`config.mk`:
```
export PLATFORM = sky130hd
export DESIGN_NAME = fetch
export DESIGN_NICKNAME = d
export VERILOG_FILES = /design/src/rtl/fetch.sv
export SDC_FILE = /design/constraint.sdc
export NUM_CORES = 1
export LEC_CHECK = 0
export CAP_MARGIN = 20
export CORE_UTILIZATION = 35
export DETAILED_ROUTE_END_ITERATION = 8
export PLACE_DENSITY = 0.56
export SLEW_MARGIN = 0
export SYNTH_ARGS = -nofsm -noshare
export SYNTH_HDL_FRONTEND = slang
export SYNTH_SLANG_ARGS = --single-unit
```
`constraint.sdc`:
```
create_clock -name clk -period 9.25 [get_ports clk]
set_input_delay 1.85 -clock clk [delete_from_list [all_inputs] [get_ports clk]]
set_output_delay 1.85 -clock clk [all_outputs]
set_load 0.01 [all_outputs]
```
`src/rtl/fetch.sv`:
```
// Instruction fetch stage: PC register, single-outstanding imem request and a prefetch FIFO.
// Optional FETCH_MISALIGN_FAULT_EN: misaligned redirect targets produce a faulting NOP entry.
module fetch #(
  parameter logic [31:0] RESET_PC = 32'h0000_0000,
  parameter int unsigned DEPTH    = 2
) (
  input  logic        clk,
  input  logic        rst,
  input  logic        hlt,
  input  logic        override,
  input  logic [31:0] newpc,
  output logic        imem_valid,
  input  logic        imem_ready,
  output logic [31:0] imem_addr,
  input  logic [31:0] imem_rdata,
  output logic        instr_valid,
  output logic [31:0] instr,
  output logic [31:0] outpc,
  output logic        ifault
);

  localparam int unsigned PW = (DEPTH > 1) ? $clog2(DEPTH) : 1;
  localparam int unsigned CW = PW + 1;
  localparam logic [CW-1:0] FULL = CW'(DEPTH);

  localparam logic [1:0] ST_IDLE = 2'd0;
  localparam logic [1:0] ST_REQ  = 2'd1;
  localparam logic [1:0] ST_DROP = 2'd2;

  logic [1:0]    state_q, state_d;
  logic [31:0]   pc_q, pc_d;
  logic [31:0]   drop_addr_q, drop_addr_d;
  logic [PW-1:0] wptr_q, wptr_d, rptr_q, rptr_d;
  logic [CW-1:0] count_q, count_d;
  logic [31:0]   fifo_pc_q [DEPTH];
  logic [31:0]   fifo_pc_d [DEPTH];
  logic [31:0]   fifo_instr_q [DEPTH];
  logic [31:0]   fifo_instr_d [DEPTH];

  logic        redirect, pop, push, hold, misalign;
  logic [31:0] fetch_addr, target_pc;

`ifdef FETCH_MISALIGN_FAULT_EN
  logic fifo_fault_q [DEPTH];
  logic fifo_fault_d [DEPTH];
  logic hold_q, hold_d;

  // After a faulting redirect, fetch parks until execute steers elsewhere.
  assign hold     = hold_q;
  assign misalign = newpc[1:0] != 2'b00;
  assign ifault   = instr_valid & fifo_fault_q[rptr_q];
`else
  assign hold     = 1'b0;
  assign misalign = 1'b0;
  assign ifault   = 1'b0;
`endif

  assign fetch_addr  = pc_q & 32'hFFFF_FFFC;
  assign target_pc   = newpc & 32'hFFFF_FFFC;
  assign imem_valid  = state_q != ST_IDLE;
  assign imem_addr   = (state_q == ST_DROP) ? drop_addr_q : fetch_addr;
  assign instr_valid = count_q != '0;
  assign instr       = fifo_instr_q[rptr_q];
  assign outpc       = fifo_pc_q[rptr_q];

  always_comb begin
    state_d      = state_q;
    pc_d         = pc_q;
    drop_addr_d  = drop_addr_q;
    wptr_d       = wptr_q;
    rptr_d       = rptr_q;
    count_d      = count_q;
    fifo_pc_d    = fifo_pc_q;
    fifo_instr_d = fifo_instr_q;
`ifdef FETCH_MISALIGN_FAULT_EN
    fifo_fault_d = fifo_fault_q;
    hold_d       = hold_q;
`endif
    redirect = override & ~hlt;
    pop      = instr_valid & ~hlt & ~redirect;
    push     = (state_q == ST_REQ) & imem_ready & ~redirect;

    if (redirect) begin
      pc_d    = misalign ? newpc : target_pc;
      wptr_d  = '0;
      rptr_d  = '0;
      count_d = '0;
      // A request already on the bus cannot be withdrawn, so its response is swallowed in DROP.
      case (state_q)
        ST_REQ: begin
          if (!imem_ready) begin
            state_d     = ST_DROP;
            drop_addr_d = fetch_addr;
          end
        end
        ST_DROP: if (imem_ready) state_d = ST_REQ;
        default: state_d = ST_REQ;
      endcase
      if (misalign && state_d == ST_REQ) state_d = ST_IDLE;
`ifdef FETCH_MISALIGN_FAULT_EN
      hold_d = misalign;
      if (misalign) begin
        fifo_pc_d[0]    = newpc;
        fifo_instr_d[0] = 32'h0000_0013;
        fifo_fault_d[0] = 1'b1;
        wptr_d          = PW'(1);
        count_d         = CW'(1);
      end
`endif
    end else begin
      if (push) begin
        fifo_pc_d[wptr_q]    = fetch_addr;
        fifo_instr_d[wptr_q] = imem_rdata;
`ifdef FETCH_MISALIGN_FAULT_EN
        fifo_fault_d[wptr_q] = 1'b0;
`endif
        wptr_d = wptr_q + PW'(1);
        pc_d   = fetch_addr + 32'd4;
      end
      if (pop) rptr_d = rptr_q + PW'(1);
      count_d = count_q + CW'(push) - CW'(pop);
      case (state_q)
        ST_IDLE: if (!hold && count_d < FULL) state_d = ST_REQ;
        ST_REQ:  if (imem_ready && count_d == FULL) state_d = ST_IDLE;
        ST_DROP: if (imem_ready) state_d = hold ? ST_IDLE : ST_REQ;
        default: state_d = ST_REQ;
      endcase
    end
  end

  always_ff @(posedge clk) begin
    if (!rst) begin
      state_q     <= ST_REQ;
      pc_q        <= RESET_PC;
      drop_addr_q <= '0;
      wptr_q      <= '0;
      rptr_q      <= '0;
      count_q     <= '0;
`ifdef FETCH_MISALIGN_FAULT_EN
      hold_q      <= 1'b0;
`endif
    end else begin
      state_q     <= state_d;
      pc_q        <= pc_d;
      drop_addr_q <= drop_addr_d;
      wptr_q      <= wptr_d;
      rptr_q      <= rptr_d;
      count_q     <= count_d;
`ifdef FETCH_MISALIGN_FAULT_EN
      hold_q      <= hold_d;
`endif
    end
  end

  // Payload storage needs no reset; validity is tracked by count_q.
  always_ff @(posedge clk) begin
    fifo_pc_q    <= fifo_pc_d;
    fifo_instr_q <= fifo_instr_d;
`ifdef FETCH_MISALIGN_FAULT_EN
    fifo_fault_q <= fifo_fault_d;
`endif
  end

endmodule

```
# Yosys cells after proc, flatten, opt, wreduce, memory -nomap -nowiden
# Index checks and enable logic that the tools add are counted.
[classes] addsub=5 magnitude_cmp=4 eq_ne=6 mux=20 bitwise_logic=11 reduce_logical=10
[op_table] cell="32-bit 2-to-1 mux" count=10
[op_table] cell="64-bit bitwise mux" count=2
[op_table] cell="32-bit by 3-bit adder with 32-bit output (second input constant)" count=1
[op_table] cell="32-bit demux with 1-bit select" count=1
[op_table] cell="2-bit 2-to-1 mux" count=5
[op_table] cell="3-bit != test (second input constant)" count=2
[op_table] cell="2-bit one-hot mux with 3 select lines" count=1
[op_table] cell="3-bit AND reduction" count=2
[op_table] cell="2-bit nonzero test" count=3
[op_table] cell="1-bit bitwise AND" count=5
[op_table] cell="2-bit equality test (second input constant)" count=2
[op_table] cell="2-bit >= comparator (second input constant)" count=2
[op_table] cell="1-bit NOT" count=4
[op_table] cell="1-bit NOT with 2-bit output" count=2
[op_table] cell="2-bit one-hot mux with 2 select lines" count=1
[op_table] cell="3-bit by 2-bit != test with 1-bit output (second input constant)" count=1
[op_table] cell="1-bit adder (second input constant)" count=2
[op_table] cell="2-bit by 1-bit adder with 2-bit output" count=1
[op_table] cell="2-bit by 1-bit equality test with 1-bit output (second input constant)" count=1
[op_table] cell="1-bit logical AND" count=2
[op_table] cell="2-bit zero test" count=1
[op_table] cell="2-bit by 1-bit less-than comparator with 1-bit output (second input constant)" count=1
[op_table] cell="2-bit less-than comparator (second input constant)" count=1
[op_table] cell="2-bit AND reduction" count=1
[op_table] cell="other kinds (2)" count=2
[word_totals] register_bits=196 in_bits=69 output_inout_bits=99 wordCells=67

# Depth between registers and ports, before layout
[logic_depth] word_depth=11 depth_mapped=11 ltp_nobuf=10

# Worst setup path after synthesis
# No wires, ideal clock.
[synth_path] path_type="in2reg" from="input hlt" to="register fifo_instr_q[0] (netlist name) (enable)" setup_time_ns=0.482 t_arrival_ns=5.150 required_ns=8.768 path_slack_ns=3.618 path_stages=5 n_path_buf=2 path_cell_list="nand2b_1 -> clkbuf_1 -> clkbuf_1 -> nand3_1 -> nor2_1"
[synth_via] elab_chain_len=5
[synth_rtl] item="start, declared" line_no="9" source="input logic hlt,"
[synth_rtl] item="1-bit NOT *" line_no="79" source="redirect = override & ~hlt;"
[synth_rtl] item="1-bit bitwise AND *" line_no="79"
[synth_rtl] item="1-bit NOT (no line) *"
[synth_rtl] item="1-bit bitwise AND" line_no="81" source="push = (state_q == ST_REQ) & imem_ready & ~redirect;"
[synth_rtl] item="2-bit AND reduction (no line) *"
[synth_rtl] item="end signal, assigned" line_no="158" source="fifo_instr_q <= fifo_instr_d;"
[synth_rtl] item="end, declared" line_no="37" source="logic [31:0] fifo_instr_q [DEPTH];"
# Every way passes the cells marked *; elsewhere a longest branch is shown, timed or not.
# A chain may end at the register's enable or synchronous reset.

# Worst setup path after layout
[layout_path] from="register rptr_q" to="output outpc[30]"
[layout_via] elab_chain_len=4
[layout_rtl] item="start, declared" line_no="33" source="logic [PW-1:0] wptr_q, wptr_d, rptr_q, rptr_d;"
[layout_rtl] item="start signal, assigned" line_no="147" source="rptr_q <= rptr_d;"
[layout_rtl] item="1-bit NOT with 2-bit output (not written as such)" line_no="64" source="assign outpc = fifo_pc_q[rptr_q];"
[layout_rtl] item="32-bit 2-to-1 mux (not written as such) (3 in series)" line_no="64"
[layout_rtl] item="end, declared" line_no="18" source="output logic [31:0] outpc,"
# No other way between the ends. The select of a mux whose other input is x is not followed.

==> results.toml <==
[pwr]
share_comb_of_total_power_pct = 13.8
power_switching_mw = 0.481
p_int_mw = 1.51
p_seq_share_pct = 50.2
p_sw_share_pct = 24.1
pwr-share-clk_pct = 36.1
ir_drop_uv = 105
power.leakage_nw = 3.41
power_density_mw_per_mm2 = 192

[clocking]
cts_hold_buf = 0
cts-resized-gates = 0
cts_setup_buffers = 0
ctsHtreeMaxLevel = 4
cts_root_buf = "clkbuf_16"
cts.path.max_buffers = 2
cts_num_sinks = 190
cts_buffers = 17
clkTransAtPathRegs_ns = 0.07
clk_latency_ns = 0.43
tritoncts = "yes"

[sta]
hold_slack_ns = 0.455
rsz0062_at_grt = "false"
worstMarginPinSlew_ns = 1.07
maxSlewHeadroom_pct = 28.6
hold_viol_final = 0
finalCritPeriodShare_pct = 49.7
fin_skew_ns = 0.00877
fin_setup_tns_ns = 0
min_period_ns = 4.60
clock.fmax_ghz = 0.217
final-setup-viol-count = 0
drv_slew = 0

[critical_path]
worst_setup_path_start_kind = "register"
critPathKind = "reg -> out"
arrival_ns = 2.75
worstSetupEndpointType = "output pin"
crit_fanout = 38
worstPathRequired_ns = 7.40

[synthesis]
synth_top_cell_area_share_pct = 46.7
syn_avg_cell_area_sq_um = 12.6
netlist_area_sq_mm = 0.00798
ys_warn_count = 0
syn_inst = 633
ys_seq_elements = 190
synth_largest_area_cell = "edfxtp_1"
synth-seq-area-share_pct = 63.2
synthDistinctLibCells = 50
synthTopCellsByArea = "edfxtp_1 (47%), dfxtp_1 (17%), mux2_2 (12%)"

[placed_design]
io_buffers = 160
place_congestion = 0.763
dpl.hpwl_um = 12700

[global_routing]
grt_pass1_vias = 5622
grt_start_max_net_pins = 64
antenna_found_initial = 0
grt_overflow = 0
grt_pass1_wl_um = 30700
grt.total_usage_pct = 17.1

[drt]
drtAntennaViolNets = 0
wl_per_cell_um = 18.2
vias_per_cell = 5.19
routed_wl_um = 19500
drc_errors = 0
vias = 5552
dr.pass1.iters = 5
drt-initial-drc-count = 301

[job]
drv_cap = 0

[final_layout]
drive_gt1_share_pct = 17.3
finalNetCount = 852
syn2layout_area_growth_pct = 30.3
num_antenna_cells = 0
fill_cells = 1955

[die]
die_h_um = 153
rows = 54
core-area_sq_mm = 0.0221
chipWidth_um = 153
initial_core_util_pct = 36.1
die-area_sq_mm = 0.0234
io_pins = 168

[hold_path]
hp-class = "reg -> reg"

[run_status]
status = "finished, final reports clean"
per-layer routing:
metal  routed length (um)  up-vias  track usage (%)
met2                 9080      189             27.5
met3                 1160       22             4.22
li1                     -     2644                -
met4                  332        0             6.01
met1                 8890     2697             22.5
met5                    0        -                0
final timing paths:
| check | start | to | slack (ns) | cells past startpoint |
|---|---|---|---|---|
| setup / recovery | rptr_q | outpc[30] | 4.65 | 3 |
| hold / removal | drop_addr_q[5] | drop_addr_q[5] | 0.46 | 2 |
| setup reg to reg | state_q[1] | state_q[0] | 6.48 | 9 |
| hold reg to reg | drop_addr_q[5] | drop_addr_q[5] | 0.46 | 2 |
synth_stat cells (all sizes together):
cell type,number
xnor3,1
a211oi,9
nor3b,2
o221ai,1
xnor2,8
nand2,77
nand2b,1
nand4,11
nor4,3
nor2,19
clkinv,1
nor3,7
mux2,86
o311ai,1
or3,5
inv,11
mux2i,1
or2,4
and2,2
a21oi,31
a31o,1
ha,6
and3,2
conb,1
nand3,13
clkbuf,36
nand3b,1
buf,11
or4,16
o41a,1
o21ai,28
a22o,1
xor2,4
o31ai,14
nor2b,2
a311oi,2
edfxtp,124
a32oi,1
and4,3
dfxtp,66
o22ai,2
a31oi,16
nor4b,1
cell type report:
type	instances	area (sq um)	share of cell area, %
Tap cell	280	350	3.37
Clock inverter	10	100	0.962
Sequential cell	190	5050	48.5
Timing Repair Buffer	168	1660	16.0
Multi-Input combinational cell	388	2720	26.2
Inverter	12	45.0	0.433
Clock buffer	22	475	4.57
placed cells by master (no fill, tap or decap), types with 5 or more instances in the layout:
master / instances
dfxtp_1: 65
a21oi_1: 31
edfxtp_1: 124
inv_1: 11
or4_1: 15
ha_1: 6
nand4_1: 10
clkdlybuf4s50_1: 160
nand3_1: 13
o31ai_1: 14
a31oi_1: 16
xnor2_1: 8
a211oi_1: 9
conb_1: 5
nor2_1: 17
mux2_2: 86
nor3_1: 7
buf_4: 8
clkbuf_16: 18
nand2_1: 77
o21ai_0: 28
worst max-delay path: stages, from the launching register on:
cell and delay (ns):
dfxtp_2 0.82, buf_4 0.58, mux2_2 0.39, clkdlybuf4s50_1 0.52
kinds of logic (layout without fill, tap and decap cells):
kind of cell,count (synthesis),in the layout,synth area share [%]
flops,190,190,63.2
simple gates,169,169,10.6
compound gates,108,108,8.18
mux,87,87,12.3
buf+inv,59,212,3.15
xor+xnor,13,13,1.60
fa+ha+maj,6,6,0.941
other cells,1,5,0.0470
state kept, by name, indices dropped and copies added (netlist names):
register and count:
wptr_q 1, rptr_q 1, fifo_instr_q 64, drop_addr_q 30, state_q 2, fifo_pc_q 60
pc_q 30, count_q 2
through the flow:
stage,utilization [%],power [mW],std cells,setup slack [ns],area [sq um]
final,47.1,1.99,1070,4.65,10400
after floorplan,-,1.14,637,3.62,8000
after CTS,47.1,2.01,1070,4.56,10400
after global placement,44.5,1.29,1038,4.26,9830
after global routing,47.1,2.07,1070,4.47,10400
after detailed placement,44.5,1.30,1038,4.22,9830
power by group through the flow:
stage               Sequential (mW)  Combinational [mW]  Clock, mW
floorplan                      1.01               0.136          0
global placement               1.02               0.273          0
detailed placement             1.02               0.277          0
CTS                            1.00               0.279      0.734
global route                   1.01               0.295      0.770
finish                         1.00               0.274      0.719
Note: power is estimated with default switching activity, not from simulation.
